**src/rtl/fetch_redirect_ctrl.sv**
```systemverilog
// ============================================================================
//  Module      : fetch_redirect_ctrl
//  Description : Owns the fetch PC, sequences imem req/ack, drains in-flight
//                requests on redirect and skids data returned during a stall.
//  Revision    : 1.0 - initial release
// ============================================================================
`default_nettype none

`ifndef PC_WIDTH
`define PC_WIDTH 32
`endif
`ifndef DWIDTH
`define DWIDTH 32
`endif

module fetch_redirect_ctrl #(
    parameter int                  PC_WIDTH = `PC_WIDTH,
    parameter int                  DWIDTH   = `DWIDTH,
    parameter logic [PC_WIDTH-1:0] RESET_PC = '0,
    parameter int                  PC_STEP  = 4
) (
    input  logic                i_clk,
    input  logic                i_rst,
    input  logic                i_change_pc,
    input  logic [PC_WIDTH-1:0] i_target_pc,
    input  logic                i_stall,
    input  logic                i_imem_ack,
    input  logic [DWIDTH-1:0]   i_imem_rdata,
    output logic                o_imem_req,
    output logic [PC_WIDTH-1:0] o_imem_addr,
    output logic [DWIDTH-1:0]   o_instr,
    output logic [PC_WIDTH-1:0] o_instr_pc,
    output logic                o_instr_valid,
    output logic                o_flush
);

    localparam logic [1:0] c_IDLE  = 2'd0;
    localparam logic [1:0] c_REQ   = 2'd1;
    localparam logic [1:0] c_HELD  = 2'd2;
    localparam logic [1:0] c_DRAIN = 2'd3;

    localparam logic [PC_WIDTH-1:0] c_STEP = PC_WIDTH'(PC_STEP);

    logic [1:0]          state_q,    state_d;
    logic [PC_WIDTH-1:0] fetch_pc_q, fetch_pc_d;
    logic [PC_WIDTH-1:0] pend_pc_q,  pend_pc_d;
    logic [DWIDTH-1:0]   skid_q,     skid_d;
    logic [PC_WIDTH-1:0] skid_pc_q,  skid_pc_d;
    logic [DWIDTH-1:0]   instr_q,    instr_d;
    logic [PC_WIDTH-1:0] instr_pc_q, instr_pc_d;
    logic                valid_q,    valid_d;
    logic                flush_q,    flush_d;

    always_ff @(posedge i_clk) begin
        if (!i_rst) begin
            state_q    <= c_IDLE;
            fetch_pc_q <= RESET_PC;
            pend_pc_q  <= '0;
            skid_q     <= '0;
            skid_pc_q  <= '0;
            instr_q    <= '0;
            instr_pc_q <= '0;
            valid_q    <= 1'b0;
            flush_q    <= 1'b0;
        end else begin
            state_q    <= state_d;
            fetch_pc_q <= fetch_pc_d;
            pend_pc_q  <= pend_pc_d;
            skid_q     <= skid_d;
            skid_pc_q  <= skid_pc_d;
            instr_q    <= instr_d;
            instr_pc_q <= instr_pc_d;
            valid_q    <= valid_d;
            flush_q    <= flush_d;
        end
    end

    always_comb begin
        state_d = state_q;
        case (state_q)
            c_IDLE:  state_d = c_REQ;
            c_REQ: begin
                if (i_change_pc)
                    state_d = i_imem_ack ? c_REQ : c_DRAIN;
                else if (i_imem_ack && i_stall)
                    state_d = c_HELD;
            end
            c_HELD: begin
                if (i_change_pc || !i_stall)
                    state_d = c_REQ;
            end
            c_DRAIN: begin
                if (i_imem_ack)
                    state_d = c_REQ;
            end
            default: state_d = c_IDLE;
        endcase
    end

    // Datapath next-state; redirect is always tested first so it beats stall.
    always_comb begin
        fetch_pc_d = fetch_pc_q;
        pend_pc_d  = pend_pc_q;
        skid_d     = skid_q;
        skid_pc_d  = skid_pc_q;
        instr_d    = instr_q;
        instr_pc_d = instr_pc_q;
        valid_d    = valid_q;
        flush_d    = 1'b0;
        case (state_q)
            c_REQ: begin
                if (i_change_pc) begin
                    flush_d = 1'b1;
                    valid_d = 1'b0;
                    if (i_imem_ack)
                        fetch_pc_d = i_target_pc;
                    else
                        pend_pc_d = i_target_pc;
                end else if (i_imem_ack) begin
                    fetch_pc_d = fetch_pc_q + c_STEP;
                    if (i_stall) begin
                        skid_d    = i_imem_rdata;
                        skid_pc_d = fetch_pc_q;
                    end else begin
                        instr_d    = i_imem_rdata;
                        instr_pc_d = fetch_pc_q;
                        valid_d    = 1'b1;
                    end
                end else if (!i_stall) begin
                    valid_d = 1'b0;
                end
            end
            c_HELD: begin
                if (i_change_pc) begin
                    flush_d    = 1'b1;
                    fetch_pc_d = i_target_pc;
                    valid_d    = 1'b0;
                end else if (!i_stall) begin
                    instr_d    = skid_q;
                    instr_pc_d = skid_pc_q;
                    valid_d    = 1'b1;
                end
            end
            c_DRAIN: begin
                valid_d = 1'b0;
                if (i_change_pc) begin
                    flush_d   = 1'b1;
                    pend_pc_d = i_target_pc;
                end
                if (i_imem_ack)
                    fetch_pc_d = i_change_pc ? i_target_pc : pend_pc_q;
            end
            default: ;
        endcase
    end

    always_comb begin
        o_imem_req    = (state_q == c_REQ) || (state_q == c_DRAIN);
        o_imem_addr   = fetch_pc_q;
        o_instr       = instr_q;
        o_instr_pc    = instr_pc_q;
        o_instr_valid = valid_q;
        o_flush       = flush_q;
    end

endmodule

`default_nettype wire

```
**config.mk**
```make
export PLATFORM = sky130hd
export DESIGN_NAME = fetch_redirect_ctrl
export DESIGN_NICKNAME = d
export VERILOG_FILES = /design/src/rtl/fetch_redirect_ctrl.sv
export SDC_FILE = /design/constraint.sdc
export NUM_CORES = 1
export LEC_CHECK = 0
export ABC_CLOCK_PERIOD_IN_PS = 3800
export CORE_ASPECT_RATIO = 1.75
export CORE_MARGIN = 10
export CORE_UTILIZATION = 58
export CTS_BUF_LIST = sky130_fd_sc_hd__clkbuf_8
export DETAILED_ROUTE_END_ITERATION = 10
export HOLD_SLACK_MARGIN = 0.05
export PLACE_DENSITY = 0.9
export SYNTH_ARGS = -nofsm -noshare
export SYNTH_HDL_FRONTEND = slang
export SYNTH_SLANG_ARGS = --single-unit
```
**constraint.sdc**
```tcl
create_clock -name i_clk -period 3.8 [get_ports i_clk]
set_clock_uncertainty 0.2 [all_clocks]
set_input_delay 0.95 -clock i_clk [delete_from_list [all_inputs] [get_ports i_clk]]
set_output_delay 0.95 -clock i_clk [all_outputs]
set_load 0.1 [all_outputs]
```
==> summary.txt, run 1 <==
CTS
  • Cts repair resizes: 0
  • Root buf cell: clkbuf_8
  • CTS Buf Count: 17
  • CTS tree: done
  • Worst-Skew Late Latency: 0.46 ns
  • Postcts setup bufs: 0
  • H-Tree Level Count: 4
  • CTS clk-pin slew, worst paths: 0.11 ns
  • Hold buffers post-CTS: 0
  • CTS Sinks: 196
  • Clock Path Buffers: 2

Logic synthesis
  • Mapped Area: 8830 um2
  • Post-synth top flop: dfxtp_1
  • Yosys warning count: 0
  • Post-synthesis mux area share: 7.26%
  • Post-synthesis sequential area ratio: 44.5%
  • Mapped Cells: 1093
  • Largest family of logic cells by synthesized area: compound AO/OA/AOI/OAI gates
  • Unique masters post-synth: 67
  • Simple-Gate Fraction of Synth Area: 19.2%
  • Asr flop ratio synth: 0%
  • Post-Synth XOR/XNOR Area: 0.0992%
  • Synthesis-stage register bit count: 196
  • Post-synthesis average cell area: 8.07 um2
  • Compound-gate portion of the synthesized area: 23.8%
  • Number of synthesized flops with an enable pin: 0
  • Synth Net Count: 1163
  • Adder-cell share of the synthesized area: 0.142%

Power and ir drop
  • Combinational share of power: 19.6%
  • Lkg Pwr: 4.13 nW
  • NetSw: 1.50 mW
  • Overall Power: 4.42 mW
  • Clock power share: 30.9%
  • Internal power: 2.92 mW
  • Worst VDD drop: 0.274 mV
  • Switching fraction of total power: 33.8%
  • Power density over cell area: 414 nW/um2
  • Sequential share of power: 49.6%

GRT
  • First-pass GRT wire length: 39100 um
  • GRT met2 Usage: 38.5%
  • GR peak layer: met2
  • Vias in the first global route: 7744
  • GRT overflow: 0
  • Global router's overall resource usage: 22.2%
  • Met1 Usage GRT: 26.2%
  • Largest net degree at the start of global routing: 180
  • Initial antenna violation count: 1
  • Met3 Use GR: 4.48%

Placement
  • IO buf count: 167
  • DP Area: 10300 um2
  • RePlAce Congestion: 0.843
  • DP HPWL: 16400 um

Cells and area
  • Cell area after layout: 10700 um2
  • Layout area overhead: 20.9%
  • Filler cells: 1221
  • Most frequent cells in the layout: nand2_1 (261), dfxtp_1 (196), a21oi_1 (121)
  • Share of layout cells above drive strength 1: 13.5%
  • Final core utilization: 71.6%
  • Leading cell type in the layout, fill and taps excluded: nand2_1
  • Post-layout nets: 1268

Die
  • Ports: 168
  • Die area: 20700 um2
  • Die Span Y: 183 um
  • Die width: 113 um
  • Initial Utilization: 59.2%
  • Core Rows: 59
  • Core area: 14900 um2

STA
  • Final hold vios: 0
  • Count of final setup violators: 0
  • Minimum clock period: 2.96 ns
  • RSZ-0062 raised after global routing: false
  • Slew @ Worst Pin: 1.08 ns
  • Max Freq: 338 MHz
  • Total negative slack: 0 ns
  • Relative slew slack: 27.9%
  • Fin. max-slew vios: 0
  • Final Cycle Share: 78.0%

Status
  • Status: complete, no violations

Setup path
  • CP max FO: 44
  • CP Launch Type: input port
  • Critical path data arrival time: 3.15 ns
  • Setup CP Type: in -> reg
  • Critical Path Sink Type: register
  • Critical Path RT: 3.99 ns

Drt
  • WL/cell: 17.3 um
  • Final wirelength: 24200 um
  • Avg Vias per Cell: 5.99
  • DRC viols: 0
  • Initial DRC count: 683
  • Detail Route Antenna Nets: 0
  • Via count: 8363
  • Detailed Routing Iterations Pass 1: 5

Job
  • Max-cap violations: 0

Hold path
  • HP Class: reg -> reg
## cell type report
| cell class | count | area [um2] | area share, % |
|---|---|---|---|
| Tap cell | 183 | 229 | 2.15 |
| Clock inverter | 15 | 171 | 1.61 |
| Multi-Input combinational cell | 787 | 4480 | 42.0 |
| Antenna cell | 1 | 2.50 | 0.0234 |
| Sequential cell | 196 | 3920 | 36.8 |
| Timing Repair Buffer | 184 | 1580 | 14.8 |
| Clock buffer | 17 | 234 | 2.19 |
| Inverter | 12 | 50.0 | 0.469 |
## flip-flops by register name (all words and copies together) (netlist names)
name,flops
o_flush,1
o_imem_addr,32
o_instr,32
o_instr_pc,32
o_instr_valid,1
pend_pc_q,32
skid_pc_q,32
skid_q,32
state_q,2
## per-stage QoR
stage          cells  worst slack (ns)  hold slack (ns)
5_1_grt         1395             0.645            0.274
3_5_place_dp    1362             0.356            0.244
4_1_cts         1394             0.840            0.260
6_report        1395             0.837            0.258
2_1_floorplan   1093             0.970            0.232
3_3_place_gp    1362             0.443            0.238
## power groups by stage
| stage | clock network, mW | registers, mW | logic, mW |
|---|---|---|---|
| 6_report | 1.36 | 2.19 | 0.865 |
| 5_1_grt | 1.45 | 2.20 | 0.918 |
| 4_1_cts | 1.38 | 2.19 | 0.865 |
| 3_5_place_dp | 0 | 2.24 | 0.864 |
| 3_3_place_gp | 0 | 2.23 | 0.853 |
| 2_1_floorplan | 0 | 2.55 | 0.302 |
## worst max-delay path: stages
cell             delay, ns
clkdlybuf4s50_1       0.51
nand2_1               0.16
nor2_4                0.89
buf_4                 0.40
nand2_1               0.09
a21oi_1               0.15
## routing by layer
metal  wire length, um  up-vias
met1              9850     3941
met2             12400      284
li1                  -     4091
met4               635        0
met3              1340       47
met5                 0        -
## worst paths after layout
| kind | startpoint | end | slack (ns) | depth (start not counted) |
|---|---|---|---|---|
| max reg2reg | state_q[0] | skid_pc_q[9] | 1.11 | 5 |
| min | skid_pc_q[16] | skid_pc_q[16] | 0.26 | 2 |
| max | i_imem_ack | skid_pc_q[9] | 0.84 | 6 |
| min reg2reg | skid_pc_q[16] | skid_pc_q[16] | 0.26 | 2 |
## cell usage after synthesis, types with 2 or more instances
| master | count | area [um2] |
|---|---|---|
| nand2_1 | 261 | 980 |
| dfxtp_1 | 196 | 3920 |
| a21oi_1 | 122 | 611 |
| nor2_1 | 85 | 319 |
| clkbuf_1 | 68 | 255 |
| a211oi_1 | 66 | 495 |
| mux2i_1 | 64 | 641 |
| o21ai_0 | 25 | 125 |
| buf_2 | 18 | 90.1 |
| a22oi_1 | 13 | 97.6 |
| o2bb2ai_1 | 13 | 114 |
| nand3_1 | 12 | 60.1 |
| o211ai_1 | 12 | 90.1 |
| buf_1 | 10 | 37.5 |
| inv_1 | 10 | 37.5 |
| nor3_1 | 10 | 50.1 |
| a22o_1 | 8 | 70.1 |
| nand4_1 | 8 | 50.1 |
| o22ai_1 | 7 | 43.8 |
| a2bb2oi_1 | 6 | 52.6 |
| o311ai_0 | 5 | 43.8 |
| a32o_1 | 4 | 40.0 |
| a311oi_1 | 3 | 26.3 |
| a31oi_1 | 3 | 18.8 |
| and4_1 | 3 | 26.3 |
| o31a_1 | 3 | 26.3 |
| o31ai_1 | 3 | 22.5 |
| or2_2 | 3 | 18.8 |
| or3_1 | 3 | 18.8 |
| a211o_1 | 2 | 17.5 |
| a21o_1 | 2 | 15.0 |
| a221oi_1 | 2 | 17.5 |
| a222oi_1 | 2 | 20.0 |
| and2_1 | 2 | 12.5 |
| and3_1 | 2 | 12.5 |
| nor2b_1 | 2 | 12.5 |
| nor4_1 | 2 | 12.5 |
| o21a_1 | 2 | 15.0 |
| o221a_2 | 2 | 22.5 |
| o221ai_1 | 2 | 17.5 |
## cell families (layout without fill, tap and decap cells)
group	Yosys count	in the layout
AND/OR/NAND/NOR	404	404
AO/OA/AOI/OAI	317	317
flip-flops	196	196
buffers and inverters	110	228
multiplexers	64	64
adder cells (fa/ha/maj)	1	1
XOR/XNOR	1	1
other	0	1
Note: power is estimated with default switching activity, not from simulation.
==> run 2: changes to the inputs <==
==> config.mk (replaced) <==
export PLATFORM = sky130hd
export DESIGN_NAME = fetch_redirect_ctrl
export DESIGN_NICKNAME = d
export VERILOG_FILES = /design/src/rtl/fetch_redirect_ctrl.sv
export SDC_FILE = /design/constraint.sdc
export NUM_CORES = 1
export LEC_CHECK = 0
export ABC_CLOCK_PERIOD_IN_PS = 2600
export CORE_ASPECT_RATIO = 1.75
export CORE_MARGIN = 10
export CORE_UTILIZATION = 49
export CTS_BUF_LIST = sky130_fd_sc_hd__clkbuf_8
export DETAILED_ROUTE_END_ITERATION = 10
export HOLD_SLACK_MARGIN = 0.05
export PLACE_DENSITY = 0.81
export SYNTH_ARGS = -nofsm -noshare
export SYNTH_HDL_FRONTEND = slang
export SYNTH_SLANG_ARGS = --single-unit
==> constraint.sdc (replaced) <==
create_clock -name i_clk -period 2.6 [get_ports i_clk]
set_clock_uncertainty 0.2 [all_clocks]
set_input_delay 0.65 -clock i_clk [delete_from_list [all_inputs] [get_ports i_clk]]
set_output_delay 0.65 -clock i_clk [all_outputs]
set_load 0.1 [all_outputs]
==> summary.txt, run 2 (synthesis results as in run 1) <==
CTS
  • Postcts setup bufs: 0
  • CTS Buf Count: 17
  • CTS tree: done
  • Hold buffers post-CTS: 0
  • CTS Sinks: 196
  • Cts repair resizes: 0
  • H-Tree Level Count: 4
  • Worst-Skew Late Latency: 0.47 ns
  • CTS clk-pin slew, worst paths: 0.09 ns
  • Clock Path Buffers: 2
  • Root buf cell: clkbuf_8

Setup path
  • Critical Path RT: 2.79 ns
  • R2r setup slk: 0.24 ns
  • CP Launch Type: register
  • Critical Path Sink Type: register
  • Worst r2r src: o_imem_addr[3]
  • CP max FO: 10
  • Critical path data arrival time: 2.56 ns
  • Reg2reg end: o_imem_addr[20]
  • Setup CP Type: reg -> reg
  • Reg2reg path depth: 6

Power and ir drop
  • Worst VDD drop: 0.304 mV
  • Combinational share of power: 20.1%
  • Internal power: 4.52 mW
  • Lkg Pwr: 4.33 nW
  • Clock power share: 31.4%
  • Power density over cell area: 593 nW/um2
  • Sequential share of power: 48.5%
  • Overall Power: 6.60 mW
  • Switching fraction of total power: 31.5%
  • NetSw: 2.08 mW

STA
  • Relative slew slack: 64.4%
  • Slew @ Worst Pin: 0.535 ns
  • Hold WS: 0.256 ns
  • Final Cycle Share: 90.8%
  • Fin. max-slew vios: 0
  • Max Freq: 423 MHz
  • Count of final setup violators: 0
  • Final hold vios: 0
  • RSZ-0062 raised after global routing: false
  • Minimum clock period: 2.36 ns

Die
  • Core Rows: 64
  • Core area: 17600 um2
  • Initial Utilization: 50.1%
  • Die width: 121 um
  • Ports: 168
  • Die area: 24000 um2
  • Die Span Y: 198 um

GRT
  • GR peak layer: met2
  • Global router's overall resource usage: 20.4%
  • Met3 Use GR: 4.01%
  • Largest net degree at the start of global routing: 109
  • Vias in the first global route: 7971
  • First-pass GRT wire length: 40500 um
  • GRT met2 Usage: 35.4%
  • GRT overflow: 0
  • Met1 Usage GRT: 23.3%
  • Initial antenna violation count: 0

Cells and area
  • Final core utilization: 63.2%
  • Leading cell type in the layout, fill and taps excluded: nand2_1
  • # diodes: 0
  • Post-layout nets: 1295
  • Filler cells: 1554
  • Layout area overhead: 26.1%
  • Most frequent cells in the layout: nand2_1 (261), dfxtp_1 (177), buf_4 (127)
  • Share of layout cells above drive strength 1: 16.9%
  • Cell area after layout: 11100 um2

Hold path
  • Hold Path Depth: 2
  • Hold Startpoint: pend_pc_q[4]
  • HP Class: reg -> reg
  • Hold endpoint: pend_pc_q[4]

Placement
  • RePlAce Congestion: 0.822
  • DP Area: 10700 um2
  • IO buf count: 167
  • DP HPWL: 17500 um

Drt
  • Via count: 8404
  • Detailed Routing Iterations Pass 1: 5
  • DRC viols: 0
  • WL/cell: 17.0 um
  • Avg Vias per Cell: 5.73
  • Detail Route Antenna Nets: 0
  • Final wirelength: 25000 um
  • Initial DRC count: 886

Job
  • Max-cap violations: 0

Status
  • Status: complete, no violations
-- run 2: cell count changes in the layout (fill, tap and decap cells not counted), sizes merged --
cell / change
inv: -3
diode: -1
buf: +27
clkbuf: +2
clkinvlp: -2
clkinv: -1
bufinv: +2
-- run 2: power by group through the flow --
stage	Sequential [mW]	Clock, mW	Combinational, mW
6_report	3.20	2.07	1.33
5_1_grt	3.22	2.21	1.41
4_1_cts	3.20	2.11	1.33
3_5_place_dp	3.27	0	1.33
3_3_place_gp	3.26	0	1.31
2_1_floorplan	3.73	0	0.440
-- run 2: layer usage --
layer	routed length [um]	share of wire, %
met2	12800	51
met5	0	0
met4	701	2.8
met1	10000	40
met3	1430	5.7
-- run 2: how the worst max path moves through the flow --
stage	to	from	depth (start not counted)	slack, ns
2_1_floorplan	o_imem_addr[31]	o_imem_addr[11]	6	0.009
3_3_place_gp	o_instr[21]	i_imem_ack	8	0.05
3_5_place_dp	o_instr_pc[8]	i_imem_ack	8	-0.05
4_1_cts	o_imem_addr[20]	o_imem_addr[2]	6	0.25
5_1_grt	o_imem_addr[26]	o_imem_addr[2]	6	0.03
6_report	o_imem_addr[20]	o_imem_addr[3]	6	0.24
-- run 2: final cells by class --
| class | count | area [um2] | area share (%) |
|---|---|---|---|
| clock buffers | 19 | 262 | 2.35 |
| clock inverters | 11 | 151 | 1.36 |
| inverters | 12 | 50.0 | 0.450 |
| multi-input cells | 787 | 4480 | 40.3 |
| flip-flops and latches | 196 | 3950 | 35.5 |
| well taps | 231 | 289 | 2.60 |
| repair buffers | 211 | 1950 | 17.5 |
-- run 2: through the flow --
stage / worst slack [ns] / std cells / TNS (ns)
5_1_grt: 0.0329 / 1467 / 0
6_report: 0.238 / 1467 / 0
4_1_cts: 0.252 / 1467 / 0
2_1_floorplan: 0.00861 / 1093 / 0
3_5_place_dp: -0.0510 / 1437 / -0.624
3_3_place_gp: 0.0469 / 1437 / 0
-- run 2: worst max-delay path, stage by stage (launching register included) --
cell and delay [ns]:
dfxtp_2 0.43, ha_1 0.24, and4_1 0.31, and3_1 0.44, nand2_1 0.21, o41a_1 0.34
o21ai_0 0.13
==> run 3: changes to the inputs <==
--- a/config.mk
+++ b/config.mk
@@ -6,13 +6,16 @@
 export NUM_CORES = 1
 export LEC_CHECK = 0
 export ABC_CLOCK_PERIOD_IN_PS = 2600
+export CAP_MARGIN = 20
+export CELL_PAD_IN_SITES_DETAIL_PLACEMENT = 0
+export CELL_PAD_IN_SITES_GLOBAL_PLACEMENT = 2
 export CORE_ASPECT_RATIO = 1.75
 export CORE_MARGIN = 10
-export CORE_UTILIZATION = 49
+export CORE_UTILIZATION = 28
 export CTS_BUF_LIST = sky130_fd_sc_hd__clkbuf_8
 export DETAILED_ROUTE_END_ITERATION = 10
 export HOLD_SLACK_MARGIN = 0.05
-export PLACE_DENSITY = 0.81
+export PLACE_DENSITY = 0.82
 export SYNTH_ARGS = -nofsm -noshare
 export SYNTH_HDL_FRONTEND = slang
 export SYNTH_SLANG_ARGS = --single-unit
==> summary.txt, run 3 (synthesis results as in run 1) <==
Drt
  • Detailed Routing Iterations Pass 1: 5
  • Avg Vias per Cell: 4.97
  • Final wirelength: 29200 um
  • Via count: 8232
  • DRC viols: 0
  • WL/cell: 17.6 um
  • Detail Route Antenna Nets: 0
  • Initial DRC count: 341

Power and ir drop
  • Power density over cell area: 572 nW/um2
  • Lkg Pwr: 4.46 nW
  • Switching fraction of total power: 32.8%
  • Worst VDD drop: 0.412 mV
  • Clock power share: 30.6%
  • Sequential share of power: 48.2%
  • Internal power: 4.45 mW
  • Combinational share of power: 21.1%
  • NetSw: 2.17 mW

CTS
  • Clock Path Buffers: 2
  • Hold buffers post-CTS: 0
  • Postcts setup bufs: 0
  • Root buf cell: clkbuf_8
  • CTS Sinks: 196
  • CTS Buf Count: 17
  • Worst-Skew Late Latency: 0.52 ns
  • CTS tree: done
  • Cts repair resizes: 0
  • CTS clk-pin slew, worst paths: 0.10 ns
  • H-Tree Level Count: 4

STA
  • Fin. max-slew vios: 0
  • Final Cycle Share: 89.4%
  • RSZ-0062 raised after global routing: false
  • Max Freq: 430 MHz
  • Relative slew slack: 65.5%
  • Minimum clock period: 2.33 ns
  • Count of final setup violators: 0
  • Final hold vios: 0
  • Setup ws final: 0.275 ns
  • Slew @ Worst Pin: 0.514 ns

Die
  • Initial Utilization: 28.2%
  • Die Span Y: 255 um
  • Core area: 31300 um2
  • Ports: 168
  • Die width: 154 um
  • Core Rows: 86
  • Die area: 39300 um2

Setup path
  • CP Launch Type: register
  • Reg2reg end: o_imem_addr[25]
  • Worst r2r src: o_imem_addr[13]
  • R2r setup slk: 0.33 ns
  • Setup CP Type: reg -> out
  • CP max-delay cell: dfxtp_1
  • Crit path cell chain: buf_4, buf_12
  • Critical Path RT: 1.75 ns
  • CP peak stage delay: 0.42 ns
  • Critical path data arrival time: 1.48 ns
  • CP max FO: 22
  • CP Launch Point: state_q[0]
  • Reg2reg path depth: 5
  • Critical Path Sink Type: output port

Cells and area
  • Layout area overhead: 31.2%
  • Leading cell type in the layout, fill and taps excluded: nand2_1
  • Filler cells: 3265
  • Cell area after layout: 11600 um2
  • Most frequent cells in the layout: nand2_1 (261), dfxtp_1 (177), buf_4 (143)
  • Share of layout cells above drive strength 1: 18.4%
  • Final core utilization: 37.0%
  • Post-layout nets: 1318

Hold path
  • Hold Path Depth: 2
  • Hold Startpoint: skid_q[9]
  • HP Class: reg -> reg
  • Hold endpoint: skid_q[9]

GRT
  • Global router's overall resource usage: 14.5%
  • Initial antenna violation count: 1
  • Largest net degree at the start of global routing: 65
  • GRT overflow: 0
  • First-pass GRT wire length: 45700 um
  • Vias in the first global route: 7844

Placement
  • DP Worst Slack: -0.0969 ns
  • RePlAce Congestion: 0.792
  • DP Area: 11200 um2
  • IO buf count: 167
  • DP HPWL: 21100 um

Status
  • Status: complete, no violations

Job
  • Max-cap violations: 0
==> run 3: critical path, delay by kind of cell, from the launching register on <==
kind / cells / cell delay [ns]
DFF: 1 / 0.42
buffers and inverters: 2 / 0.52
==> run 3: cell type report <==
| cell class | instances | area [um2] | share of cell area (%) |
|---|---|---|---|
| diodes | 1 | 2.50 | 0.0216 |
| clock buffers | 19 | 262 | 2.26 |
| clock inverters | 12 | 130 | 1.12 |
| inverters | 12 | 50.0 | 0.432 |
| multi-input cells | 787 | 4480 | 38.7 |
| flip-flops and latches | 196 | 3950 | 34.1 |
| well taps | 396 | 495 | 4.28 |
| repair buffers | 234 | 2210 | 19.1 |
==> run 3: through the flow <==
stage	std cells	hold WS [ns]	total power, mW	TNS, ns
after CTS	1656	0.259	6.74	0
after floorplan	1093	0.232	4.17	0
after detailed placement	1625	0.246	4.67	-2.42
after global routing	1657	0.274	6.92	0
after global placement	1625	0.238	4.67	-1.97
final	1657	0.255	6.62	0
==> run 3: routing by layer <==
| metal | global-route usage [%] | part of all wire, % | vias to the layer above |
|---|---|---|---|
| met1 | 16.4 | 41 | 3831 |
| met4 | 5.63 | 2.3 | 0 |
| li1 | - | - | 4176 |
| met3 | 3.53 | 4.7 | 31 |
| met5 | 0 | 0 | - |
| met2 | 25.6 | 52 | 194 |
==> run 3: worst max-delay path by stage <==
stage | end | slack [ns] | cells after the start
final | o_imem_req | 0.27 | 2
after global placement | o_instr[8] | -0.07 | 8
after global routing | o_imem_req | 0.19 | 2
after CTS | o_imem_req | 0.22 | 2
after floorplan | o_imem_addr[31] | 0.009 | 6
after detailed placement | o_instr_pc[26] | -0.1 | 8
==> run 3: power groups by stage <==
stage | clock network (mW) | logic (mW) | registers, mW
6_report | 2.03 | 1.40 | 3.19
3_3_place_gp | 0 | 1.40 | 3.26
2_1_floorplan | 0 | 0.440 | 3.73
5_1_grt | 2.23 | 1.48 | 3.21
3_5_place_dp | 0 | 1.41 | 3.27
4_1_cts | 2.13 | 1.41 | 3.20
